==> config.mk <==
export PLATFORM = sky130hd
export DESIGN_NAME = posit_encode_pipe
export DESIGN_NICKNAME = d
export VERILOG_FILES = /design/src/rtl/posit_pkg.sv /design/src/rtl/posit_regime_pack.sv /design/src/rtl/posit_encode_pipe.sv
export SDC_FILE = /design/constraint.sdc
export NUM_CORES = 1
export LEC_CHECK = 0
export ABC_AREA = 1
export BUFFER_PORTS_ARGS = -buffer_cell sky130_fd_sc_hd__buf_2
export CORE_UTILIZATION = 53
export DETAILED_ROUTE_END_ITERATION = 16
export GPL_TIMING_DRIVEN = 0
export PLACE_DENSITY = 0.87
export SYNTH_ARGS = -nofsm -noshare
export SYNTH_HDL_FRONTEND = slang
export SYNTH_SLANG_ARGS = --single-unit
==> constraint.sdc <==
create_clock -name clk -period 4.6 [get_ports clk]
set_clock_uncertainty 0.15 [all_clocks]
set_input_delay 1.38 -clock clk [delete_from_list [all_inputs] [get_ports clk]]
set_output_delay 1.38 -clock clk [all_outputs]
set_load 0.05 [all_outputs]
==> src/rtl/posit_pkg.sv <==
// posit_pkg: shared log2 helper, default posit geometry and the signed scale type
package posit_pkg;
  function automatic int log2(input int v);
    int r;
    r = 0;
    for (int i = 0; i < 31; i++) if ((1 << i) < v) r = i + 1;
    return r;
  endfunction
  localparam int N_D = 32;
  localparam int ES_D = 2;
  localparam int BS_D = log2(N_D);
  localparam int SW_D = BS_D + ES_D + 2;
  typedef logic signed [SW_D-1:0] scale_t;
endpackage

==> src/rtl/posit_regime_pack.sv <==
// posit_regime_pack: builds {0, regime, e, frac} with one arithmetic shift and splits it into kept bits, guard, round and sticky
module posit_regime_pack #(
  parameter int N  = 32,
  parameter int es = 2,
  parameter int SW = 9
) (
  input  logic signed [SW-1:0] k,
  input  logic [es-1:0]        e,
  input  logic [N-1:0]         frac,
  input  logic                 sticky,
  output logic [N-1:0]         mag,
  output logic                 g,
  output logic                 r,
  output logic                 st
);
  localparam int XW = 2 + es + 2 * N;
  logic          neg;
  logic [SW-1:0] sh;
  logic [XW-1:0] x, y;
  // the leading regime bit is replicated by the signed shift: k+1 ones for k>=0, -k zeros for k<0
  always_comb begin
    neg = k[SW-1];
    sh  = neg ? ~k : k;
    x   = {~neg, neg, e, frac, {N{1'b0}}};
    y   = $signed(x) >>> sh;
    mag = {1'b0, y[XW-1 -: N-1]};
    g   = y[XW-N];
    r   = y[XW-N-1];
    st  = |y[XW-N-2:0] | sticky;
  end
endmodule

==> src/rtl/posit_encode_pipe.sv <==
// posit_encode_pipe: 3-stage posit encoder (decode scale, pack, round/negate); POSIT_ENC_RNE_EN enables round-to-nearest-even, otherwise truncates
module posit_encode_pipe
  import posit_pkg::*;
#(
  parameter int N  = N_D,
  parameter int es = ES_D,
  localparam int Bs = log2(N),
  localparam int SW = Bs + es + 2
) (
  input  logic          clk,
  input  logic          rst,
  input  logic          in_valid,
  output logic          in_ready,
  input  logic          in_sign,
  input  logic          in_zero,
  input  logic          in_inf,
  input  logic [SW-1:0] in_scale,
  input  logic [N-1:0]  in_frac,
  input  logic          in_sticky,
  output logic          out_valid,
  input  logic          out_ready,
  output logic [N-1:0]  out_posit,
  output logic          out_inf,
  output logic          out_zero
);
`ifdef POSIT_ENC_RNE_EN
  localparam bit RNE = 1'b1;
`else
  localparam bit RNE = 1'b0;
`endif
  localparam logic signed [SW-1:0] SMAX = SW'((N - 2) << es);
  localparam logic signed [SW-1:0] SMIN = -SMAX;
  localparam logic [N-1:0] MAXPOS = {1'b0, {(N-1){1'b1}}};
  localparam logic [N-1:0] MINPOS = N'(1);
  localparam logic [N-1:0] NAR = {1'b1, {(N-1){1'b0}}};
  logic                 ld1, ld2, ld3;
  logic                 v1, sign1, zero1, inf1, t1;
  logic signed [SW-1:0] k1, sc;
  logic [es-1:0]        e1;
  logic [N-1:0]         f1;
  logic                 v2, sign2, zero2, inf2, g2, r2, st2;
  logic [N-1:0]         mag2, mag_p;
  logic                 g_p, r_p, st_p, up;
  logic [N-1:0]         rnd, sat, res;
  assign ld3      = ~out_valid | out_ready;
  assign ld2      = ~v2 | ld3;
  assign ld1      = ~v1 | ld2;
  assign in_ready = ld1;
  // clamp the scale so the regime always fits inside the word
  always_comb sc = ($signed(in_scale) > SMAX) ? SMAX : ($signed(in_scale) < SMIN) ? SMIN : $signed(in_scale);
  // S1: split the clamped scale into regime count and exponent field
  always_ff @(posedge clk or posedge rst) begin
    if (rst) begin
      v1    <= 1'b0;
      sign1 <= 1'b0;
      zero1 <= 1'b0;
      inf1  <= 1'b0;
      t1    <= 1'b0;
      k1    <= '0;
      e1    <= '0;
      f1    <= '0;
    end else if (ld1) begin
      v1    <= in_valid;
      sign1 <= in_sign;
      zero1 <= in_zero;
      inf1  <= in_inf;
      t1    <= in_sticky;
      k1    <= sc >>> es;
      e1    <= sc[es-1:0];
      f1    <= in_frac;
    end
  end
  posit_regime_pack #(.N(N), .es(es), .SW(SW)) u_pack (
    .k      (k1),
    .e      (e1),
    .frac   (f1),
    .sticky (t1),
    .mag    (mag_p),
    .g      (g_p),
    .r      (r_p),
    .st     (st_p)
  );
  // S2: capture the packed magnitude and rounding bits
  always_ff @(posedge clk or posedge rst) begin
    if (rst) begin
      v2    <= 1'b0;
      sign2 <= 1'b0;
      zero2 <= 1'b0;
      inf2  <= 1'b0;
      mag2  <= '0;
      g2    <= 1'b0;
      r2    <= 1'b0;
      st2   <= 1'b0;
    end else if (ld2) begin
      v2    <= v1;
      sign2 <= sign1;
      zero2 <= zero1;
      inf2  <= inf1;
      mag2  <= mag_p;
      g2    <= g_p;
      r2    <= r_p;
      st2   <= st_p;
    end
  end
  // round, keep nonzero finite results inside [minpos, maxpos], then apply sign and special values
  always_comb begin
    up  = RNE & g2 & (r2 | st2 | mag2[0]);
    rnd = mag2 + {{(N-1){1'b0}}, up};
    sat = rnd[N-1] ? MAXPOS : (rnd == '0) ? MINPOS : rnd;
    res = inf2 ? NAR : zero2 ? '0 : sign2 ? -sat : sat;
  end
  // S3: output register, held while downstream stalls
  always_ff @(posedge clk or posedge rst) begin
    if (rst) begin
      out_valid <= 1'b0;
      out_posit <= '0;
      out_inf   <= 1'b0;
      out_zero  <= 1'b0;
    end else if (ld3) begin
      out_valid <= v2;
      out_posit <= res;
      out_inf   <= inf2;
      out_zero  <= ~inf2 & zero2;
    end
  end
endmodule

==> results.txt <==
- Run status: finished, final reports clean
- VDD sags by at most 0.190 mV.
- The critical path goes through buf_2, nor2_4, inv_2, nor2_4, inv_2, nor2_1, inv_1, buf_2, buf_2, buf_2.
- Initial antenna violation count: 1
- Area delta synth->final: 13.1%
- Synth warnings: 0
- Measured slew at the worst slew-check pin: 1.01 ns
- The tool flagged a number of max-cap violations equal to 0.
- Unique masters post-synth: 41
- Initial DRT Pass Iterations: 8
* Detailed-route DRC error count: 0
- In this run the count of I/O pins placed on the die edge is 85.
- Most used flip-flop cell after synthesis: sky130_fd_sc_hd__dfrtp_1
- Counting instances, the worst hold path has a depth of 2.
* Seq pwr share: 35.0%
- Via count: around 7,200
- In this run the post-CTS setup repair buffer count came out at 0.
- Of all nets on the critical path, the largest fanout is 10.
- Signal routing reaches up to met4.
- Net switching is ~47% of the power.
* Post-Route Setup TNS: 0 ns
- Hold/Removal Path Class: flip-flop to flip-flop
* Number of enable flip-flop cells after synthesis: 0
- Arrival time reported for the critical path endpoint: 2.92 ns
* Global routing usage summed across all routing layers: 33.5%
- For this run, the slowest stage of the critical path takes roughly 0.24 ns.
* DP Cell Count: between 1,000 and 1,500
* Post-route core utilization: 62.0%
- After synthesis, the most frequently instantiated cells are sky130_fd_sc_hd__nand2_1, sky130_fd_sc_hd__nand3_1, sky130_fd_sc_hd__dfrtp_1, sky130_fd_sc_hd__inv_1, sky130_fd_sc_hd__o21ai_0.
* Fin nets: 1,168
- Measured along the x axis, the die boundary spans approximately 120 µm.
* Hold Buf Count CTS: 0
- In the post-synthesis netlist, the cell with the most instances is sky130_fd_sc_hd__nand2_1.
* Instance area at placement: 0.00758 mm²
- For this run, the register share of the synthesized area comes to 39.7%.
- The internal power of the cells totals approximately 2.1 mW.
- Summing every instance area after synthesis gives 0.00694 mm².
* Buffers added on ports: 78
- Power spread over the standard cell area amounts to 498 mW/mm².
- After legalization and detailed placement, the total HPWL measured between 15 and 20 mm.
- Post-route setup slack: about 0.15 ns
- Entering global routing, the biggest net connects 78 pins.
- The root buffer cell chosen for the clock tree is sky130_fd_sc_hd__clkbuf_16.
* Count of fill cells added during filler insertion: 1,231
- Measured in cells, the most critical reg-to-reg path has a length of 16.
* Effective utilization at floorplan: between 50 and 60%
* Die Footprint: 0.0136 mm²
- In this run the remaining antenna-violating nets after routing total 0.
- Count of final hold-check violations: 0
* Leak pwr: between 4 and 5 nW
* Mapped Nets: 1,078
* Category of the worst setup path launch point: primary input
- Detailed routing placed a total of between 1 and 1.5 mm of wire on met3.
- Post-cts repair resize count: 0
- Timing would allow up to roughly 0.22 GHz.
* Post-layout instance area: 0.00785 mm²
- Portion of total power attributed to combinational logic: about 46%
* Crit path capture type: primary output
- CTS tree: done
- Setup Viol. Count Final: 0
* Proportion of power drawn by the clock network: between 10% and 20%
- Post-synthesis instance total: 1,027
* Detail-routed net length per standard cell: 16.1 µm
* Area leader, netlist: sky130_fd_sc_hd__dfrtp_1
* Power spent charging and discharging nets: 1.84 mW
- After synthesis, the largest area contributor takes up 39.7% of total cell area.
- Worst Path Required: 3.07 ns
- Worst hold slack: between 0.3 and 0.4 ns
* Minimum clock period: 4.45 ns
- The clock tree synthesis step divided the H-tree into 3 levels.
- The first global-routing pass estimated 34.2 mm of wire.
* Worst setup slack after placement: 0.123 ns
- Routed wire length: 20.8 mm
* Via count normalized by instance count: about 5.5
- Summed over all layers, the global routing overflow is 0.
- In this design, the critical path's most frequently occurring cell is sky130_fd_sc_hd__buf_2.
- Clock slew at the register clock pins of the worst setup and hold paths: around 0.070 ns
- Cts bufs inserted: 9
- RSZ-0062 raised after global routing: false
- Total number of placement rows: 41
- Post-route fraction of the period consumed by the critical path: slightly below 100%
* Average footprint of a synthesized cell: 6.76 µm²
- In this run, the number of DRC markers left after iteration 0 of detailed routing was 695.
- Ys async rst share: between 90% and 100%
- Counting flops and latches in the post-synthesis netlist gives 110.
- The worst setup path is of the primary input to primary output kind.
- Number of global-route vias before repair: about 6,700
- The congestion estimate from routability-driven global placement came to 0.984.
* Clock sink count: 110
- Counting along the longest clock path gives a buffer depth of 2.
- Measured against its own limit, the worst slew margin works out to 32.0%.
- Once layout is complete, the cells apart from fillers number approximately 1,300.
* Met1 Routed Length: a little over 9 mm
- Overall Power: 3.91 mW
* Synth top area cells: sky130_fd_sc_hd__dfrtp_1, sky130_fd_sc_hd__nand2_1, sky130_fd_sc_hd__nand3_1, sky130_fd_sc_hd__o21ai_0, sky130_fd_sc_hd__inv_1
- Slowest cell on the critical path: sky130_fd_sc_hd__nor2_4
- Pins Over Slew Limit: 0
* Met2 WL: 9.70 mm
- Placeable Area: 0.0127 mm²
- The later pin in the worst-skew pair is clocked with a latency of roughly 0.36 ns.
- Fraction of layout instances using a drive strength above 1: 13.6%
- The floorplan step set the die height to 116 µm.
[final cells by class]
class,count,area [µm²],share of cell area (%)
Buffer,45,248,3.16
Clock inverter,5,32.5,0.414
Sequential cell,110,2750,35.1
Timing Repair Buffer,79,418,5.32
Multi-Input combinational cell,754,3490,44.5
Antenna cell,1,2.50,0.0319
Clock buffer,10,239,3.04
Inverter,118,450,5.74
Tap cell,172,215,2.74
[kinds of logic after synthesis]
group | count (synthesis) | synth area share, %
buffers and inverters | 163 | 10.0
adders and majority gates | 2 | 0.360
AOI/OAI and AO/OA | 175 | 14.6
xor gates and xnor gates | 1 | 0.126
DFF | 110 | 39.7
and+or+nand+nor | 576 | 35.2
[power by group through the flow]
stage | Clock (mW) | Sequential, mW | Combinational, mW
finish | 0.745 | 1.37 | 1.80
global route | 0.786 | 1.40 | 1.98
CTS | 0.748 | 1.36 | 1.77
detailed placement | 0 | 1.38 | 1.76
global placement | 0 | 1.37 | 1.75
floorplan | 0 | 1.61 | 1.03
[layout by cell type, fill, tap and decap left out, types with 4 or more instances in the layout]
master | Yosys | routed
sky130_fd_sc_hd__nand2_1 | 332 | 332
sky130_fd_sc_hd__nand3_1 | 138 | 138
sky130_fd_sc_hd__dfrtp_1 | 110 | 110
sky130_fd_sc_hd__inv_1 | 110 | 109
sky130_fd_sc_hd__buf_2 | 15 | 93
sky130_fd_sc_hd__o21ai_0 | 90 | 90
sky130_fd_sc_hd__nor2_1 | 73 | 73
sky130_fd_sc_hd__a21oi_1 | 23 | 23
sky130_fd_sc_hd__clkbuf_1 | 18 | 18
sky130_fd_sc_hd__o21ai_1 | 18 | 18
sky130_fd_sc_hd__o211ai_1 | 14 | 14
sky130_fd_sc_hd__clkbuf_16 | 0 | 9
sky130_fd_sc_hd__a22oi_1 | 8 | 8
sky130_fd_sc_hd__inv_2 | 7 | 7
sky130_fd_sc_hd__buf_4 | 7 | 7
sky130_fd_sc_hd__o21ai_2 | 7 | 7
sky130_fd_sc_hd__nor3_1 | 7 | 7
sky130_fd_sc_hd__nand4_1 | 7 | 7
sky130_fd_sc_hd__nor2_4 | 4 | 4
[routing by layer]
layer / track usage (%) / vias to the layer above
li1: - / 3540
met1: 42.5 / 3274
met2: 55.5 / 298
met3: 5.45 / 63
met4: 16.8 / 0
met5: 0 / -
[critical path, delay by kind of cell]
| kind | cells | cell delay, ns |
|---|---|---|
| buffers and inverters | 7 | 0.96 |
| AND/OR/NAND/NOR | 3 | 0.57 |
[state kept, by name, indices dropped and copies added, names as in the netlist]
register and flops:
k1 7, v1 1, zero1 1, inf2 1, inf1 1, sign2 1
f1 27, mag2 31, out_inf 1, v2 1, e1 2, out_zero 1
sign1 1, out_posit 32, out_valid 1, zero2 1
[final timing paths]
check,from,endpoint,slack (ns)
hold reg to reg,out_posit[24]$_DFFE_PP0P_,out_posit[24]$_DFFE_PP0P_,0.33
hold / removal,out_posit[24]$_DFFE_PP0P_,out_posit[24]$_DFFE_PP0P_,0.33
setup / recovery,out_ready,in_ready,0.15
setup reg to reg,mag2[29]$_DFFE_PP0P_,out_posit[26]$_DFFE_PP0P_,1.72
min in group asynchronous,rst,out_posit[31]$_DFFE_PP0P_,0.87
max in group asynchronous,rst,mag2[23]$_DFFE_PP0P_,2.72
Power figures use the tool's default switching activity.
